File: src/rtl/game_flow_ctrl.sv
// game_flow_ctrl: Pong game sequencer (menu, settings, serve countdown, play, game-over hold); define PAUSE_EN to add a pause state
module game_flow_ctrl #(
  parameter int COUNT_FRAMES     = 60,
  parameter int COUNT_SECS       = 3,
  parameter int OVER_HOLD_FRAMES = 300,
  parameter int SPEED_MIN        = 1,
  parameter int SPEED_MAX        = 8,
  parameter int SPEED_DEFAULT    = 4
) (
  input  logic       clk,
  input  logic       reset,
  input  logic       refresh_tick,
  input  logic       start_p,
  input  logic       setting_p,
  input  logic       up_p,
  input  logic       down_p,
  input  logic       game_over_in,
  output logic [2:0] game_state,
  output logic       game_active,
  output logic       round_reset,
  output logic [3:0] countdown,
  output logic [3:0] ball_speed,
  output logic       multi_ball
);
  typedef enum logic [2:0] {
    S_MENU      = 3'd0,
    S_SETTINGS  = 3'd1,
    S_COUNTDOWN = 3'd2,
    S_PLAY      = 3'd3,
`ifdef PAUSE_EN
    S_PAUSE     = 3'd4,
`endif
    S_OVER      = 3'd5
  } state_t;
  localparam int FW = COUNT_FRAMES > 1 ? $clog2(COUNT_FRAMES) : 1;
  localparam int HW = OVER_HOLD_FRAMES > 1 ? $clog2(OVER_HOLD_FRAMES) : 1;
  localparam logic [FW-1:0] FRAME_LAST = FW'(COUNT_FRAMES - 1);
  localparam logic [HW-1:0] HOLD_LAST = HW'(OVER_HOLD_FRAMES - 1);
  localparam logic [3:0] SMAX = 4'(SPEED_MAX);
  localparam logic [3:0] SMIN = 4'(SPEED_MIN);
  localparam logic [3:0] SDEF = 4'(SPEED_DEFAULT);
  localparam logic [3:0] CSECS = 4'(COUNT_SECS);
  state_t state_q, state_d;
  logic [FW-1:0] frame_q, frame_d;
  logic [HW-1:0] hold_q, hold_d;
  logic [3:0] countdown_q, countdown_d, speed_q, speed_d;
  logic multi_q, multi_d, round_reset_q, round_reset_d;
  // next state, counters and settings; entry actions are applied after the per-state decisions
  always_comb begin
    state_d = state_q;
    frame_d = frame_q;
    hold_d = hold_q;
    countdown_d = countdown_q;
    speed_d = speed_q;
    multi_d = multi_q;
    case (state_q)
      S_MENU: state_d = start_p ? S_COUNTDOWN : setting_p ? S_SETTINGS : S_MENU;
      S_SETTINGS: begin
        if (start_p) state_d = S_MENU;
        else begin
          if (up_p && !down_p && speed_q < SMAX) speed_d = speed_q + 4'd1;
          if (down_p && !up_p && speed_q > SMIN) speed_d = speed_q - 4'd1;
          if (setting_p) multi_d = !multi_q;
        end
      end
      S_COUNTDOWN: begin
        if (setting_p) state_d = S_MENU;
        else if (refresh_tick) begin
          if (frame_q == FRAME_LAST) begin
            frame_d = '0;
            countdown_d = countdown_q - 4'd1;
            if (countdown_q == 4'd1) state_d = S_PLAY;
          end else frame_d = frame_q + FW'(1);
        end
      end
      S_PLAY: begin
        if (game_over_in) state_d = S_OVER;
        else if (setting_p) state_d = S_MENU;
`ifdef PAUSE_EN
        else if (start_p) state_d = S_PAUSE;
`endif
      end
`ifdef PAUSE_EN
      S_PAUSE: state_d = start_p ? S_PLAY : setting_p ? S_MENU : S_PAUSE;
`endif
      S_OVER: begin
        if (start_p) state_d = S_MENU;
        else if (refresh_tick) begin
          if (hold_q == HOLD_LAST) state_d = S_MENU;
          else hold_d = hold_q + HW'(1);
        end
      end
      default: state_d = S_MENU;
    endcase
    round_reset_d = state_d == S_COUNTDOWN && state_q != S_COUNTDOWN;
    if (round_reset_d) frame_d = '0;
    countdown_d = state_d != S_COUNTDOWN ? 4'd0 : round_reset_d ? CSECS : countdown_d;
    if (state_d == S_OVER && state_q != S_OVER) hold_d = '0;
  end
  // state and output registers with synchronous reset
  always_ff @(posedge clk) begin
    if (reset) begin
      state_q <= S_MENU;
      frame_q <= '0;
      hold_q <= '0;
      countdown_q <= 4'd0;
      speed_q <= SDEF;
      multi_q <= 1'b0;
      round_reset_q <= 1'b0;
    end else begin
      state_q <= state_d;
      frame_q <= frame_d;
      hold_q <= hold_d;
      countdown_q <= countdown_d;
      speed_q <= speed_d;
      multi_q <= multi_d;
      round_reset_q <= round_reset_d;
    end
  end
  assign game_state = state_q;
  assign game_active = state_q == S_PLAY;
  assign round_reset = round_reset_q;
  assign countdown = countdown_q;
  assign ball_speed = speed_q;
  assign multi_ball = multi_q;
endmodule

File: config.mk
export PLATFORM = sky130hd
export DESIGN_NAME = game_flow_ctrl
export DESIGN_NICKNAME = d
export VERILOG_FILES = /design/src/rtl/game_flow_ctrl.sv
export SDC_FILE = /design/constraint.sdc
export NUM_CORES = 1
export LEC_CHECK = 0
export CORE_MARGIN = 2
export CORE_UTILIZATION = 55
export CTS_BUF_LIST = sky130_fd_sc_hd__clkbuf_2
export DETAILED_ROUTE_END_ITERATION = 8
export MAX_ROUTING_LAYER = met4
export PLACE_DENSITY = 0.9
export SLEW_MARGIN = 10
export SYNTH_ARGS = -nofsm -noshare
export SYNTH_HDL_FRONTEND = slang
export SYNTH_SLANG_ARGS = --single-unit
File: constraint.sdc
create_clock -name clk -period 2.7 [get_ports clk]
set_input_delay 0.54 -clock clk [delete_from_list [all_inputs] [get_ports clk]]
set_output_delay 0.54 -clock clk [all_outputs]
set_load 0.01 [all_outputs]
==> key figures <==
Yosys
  • Top_reg_cell synth: dfxtp_1
  • Post-Syn Area: 1460 sq um
  • Synth cell types: 45
  • Cells after Synth: ~170
  • Post-synthesis net count: 180
  • FF+latch count, synth: 28
  • Synth async-reset ratio: 0
  • Syn_area_per_cell: slightly below 9 sq um
  • Number of synthesized flops with an enable pin: 0
  • Sequential area share after synthesis: 0.384
  • Synthesis warning total: 0

Run
  • Max Cap Viol: 0

Detailed routing
  • Via count: roughly 1200
  • Router iterations before antenna repair: 4
  • Initial DRC Count: 47
  • Post-route ant nets: 0
  • Avg WL per Cell: around 14 um
  • WL final: around 3100 um
  • Residual DRC count: 0
  • Via/cell ratio: around 5.7

Finish
  • Number of diodes: 0
  • Synth-to-Final Area Change: 19.0%
  • Multi-input gate area: approximately 850 sq um
  • FILL cells: about 190
  • Reg area: 561 sq um
  • Layout cell share with drive strength beyond 1: 0.0745
  • Final Non-Filler Cells: 218
  • Final nets: just over 200
  • Layout Utilization: 0.696
  • Post-route cell area: 1740 sq um
  • Commonest non-fill, non-tap cells in the layout: dfxtp_1 (28), clkdlybuf4s50_1 (21), nor2_1 (20)
  • Commonest non-fill, non-tap cell in the layout: dfxtp_1

Clock tree
  • CTS Root Cell: clkbuf_2
  • H-tree depth: 1
  • CTS tree: built
  • CTS clk-pin slew, worst paths: roughly 0.27 ns
  • Clock sinks: 28
  • Setup Buffers After CTS: 0
  • Worst skew pair latency: 0.38 ns
  • CTS Hold Bufs: 0
  • Clk buf depth: 2
  • Post-cts repair resize count: 0
  • CTS Buf Count: 3

Die
  • Die Ht: ~56 um
  • Core ar.: approximately 2500 sq um
  • Full die area: 3090 sq um
  • Row count: 18
  • # IOs: 22
  • Die X: around 56 um
  • Starting Density: 0.585

Global routing
  • Largest net degree at the start of global routing: 17
  • Gr usage total: 0.212
  • Vias in the first global route: around 1200
  • First-pass GRT wire length: 5130 um
  • Initial antenna violation count: 0
  • Grt total ovfl: 0

Placement
  • Final GP Congestion: a little under 0.9
  • Placed instance count: 214
  • Post-DP Area: 1690 sq um
  • Number of buffers added on ports: 21
  • Hpwl dp: about 2400 um

Critical path
  • Worst setup EP type: primary output
  • CP bufs+invs: 1
  • CP Launch Type: flip-flop
  • Critical path's largest stage delay: 0.55 ns
  • Crit path kind: reg -> out
  • CP cell instances: nor2b_2, and2_1, clkdlybuf4s50_1
  • Required time worst endpoint: approximately 2.2 ns
  • Crit-path slowest cell: clkdlybuf4s50_1
  • WP data arrival: 1.88 ns
  • Max FO, Critical Path: 7
  • Crit path max-delay family: buffers and inverters

STA
  • Total negative setup slack: 0 ns
  • Max Fclk: approximately 410 MHz
  • Clock skew: 0.0121 ns
  • Max-slew violation count: 0
  • Setup Viol. Count Final: 0
  • Final hold vios: 0
  • Final Cycle Share: 0.897
  • Min Tclk post-route: between 2 and 2.5 ns
  • Slew @ Worst Pin: between 0.4 and 0.5 ns
  • Slew HR: 0.714
  • RSZ-0062 raised after global routing: false

Power
  • Max VDD drop: around 0.4 mV
  • Power per cell area: 445 nW/um^2
  • Leak: between 0.6 and 0.7 nW

Outcome
  • Status: finished, final reports clean

Min path
  • Hold Path Class: reg -> reg
-- worst paths after layout --
path	start	to	slack, ns	cells after the start
hold / removal	hold_q[7]$_SDFFE_PP0P_	hold_q[7]$_SDFFE_PP0P_	0.52	2
setup / recovery	game_state[1]$_SDFF_PP0_	game_active	0.28	3
setup reg to reg	hold_q[1]$_SDFFE_PP0P_	countdown[2]$_SDFFE_PP0P_	0.45	6
hold reg to reg	hold_q[7]$_SDFFE_PP0P_	hold_q[7]$_SDFFE_PP0P_	0.52	2
-- registers in the layout (all words and copies together) (netlist names) --
signal and cells:
frame_q 6, game_state 3, ball_speed 4, round_reset 1
hold_q 9, countdown 4, multi_ball 1
-- Yosys cell counts (2+ instances only) --
cell type	number	area, sq um
ha_1	7	87.6
nor2_1	20	75.1
nand2b_1	3	18.8
o21ai_1	3	15.0
or3_1	3	18.8
nand2_1	10	37.5
xor2_1	13	114
and2_1	3	18.8
dfxtp_1	28	561
and3_1	2	12.5
xnor2_1	3	26.3
nand3_1	7	35.0
mux2i_1	2	20.0
and2b_2	2	17.5
nor3_1	10	50.1
a211oi_1	2	15.0
a21oi_1	7	35.0
o21ai_0	4	20.0
inv_1	7	26.3
nand4_1	4	25.0
-- layer usage --
layer  global-route usage  share of wire
met1                0.242           0.44
met5                    -              0
met3               0.0562          0.038
met4               0.0383         0.0042
met2                0.376           0.52
-- area by class of cell --
class,instances,area share
multi-input combinational,127,0.490
sequential,28,0.322
timing repair buffer,22,0.125
tap,30,0.0216
clock inverter,1,0.0173
inverter,7,0.0151
clock buffer,3,0.00863
-- per-stage QoR --
step                hold WS, ns  setup WS (ns)  power (mW)
floorplan                 0.467          0.669       0.488
global placement          0.484          0.320       0.521
detailed placement        0.494          0.238       0.526
CTS                       0.521          0.263       0.779
global route              0.548          0.128       0.802
finish                    0.524          0.278       0.775
-- worst reg2reg max path: cells and delay by family, from the launching register on --
family	cells	cell delay [ns]
AO/OA/AOI/OAI	1	0.22
adder cells (fa/ha/maj)	1	0.23
flip-flops	1	0.46
AND/OR/NAND/NOR	4	1.30
-- kinds of logic after synthesis --
group | count (synthesis) | synth area share
flip-flops | 28 | 0.384
AND/OR/NAND/NOR | 78 | 0.303
AO/OA/AOI/OAI | 23 | 0.103
multiplexers | 3 | 0.0214
XOR/XNOR | 16 | 0.0959
adder cells (fa/ha/maj) | 7 | 0.0599
buffers and inverters | 10 | 0.0334
-- report_power, final --
| group | internal (mW) | leakage (nW) | total (mW) | switching (mW) |
|---|---|---|---|---|
| registers | 0.422 | 0.226 | 0.431 | 0.00887 |
| logic | 0.0446 | 0.406 | 0.0881 | 0.0434 |
| clock network | 0.127 | 0.0266 | 0.256 | 0.128 |
| total | 0.594 | 0.659 | 0.775 | 0.181 |
Power figures use the tool's default switching activity.
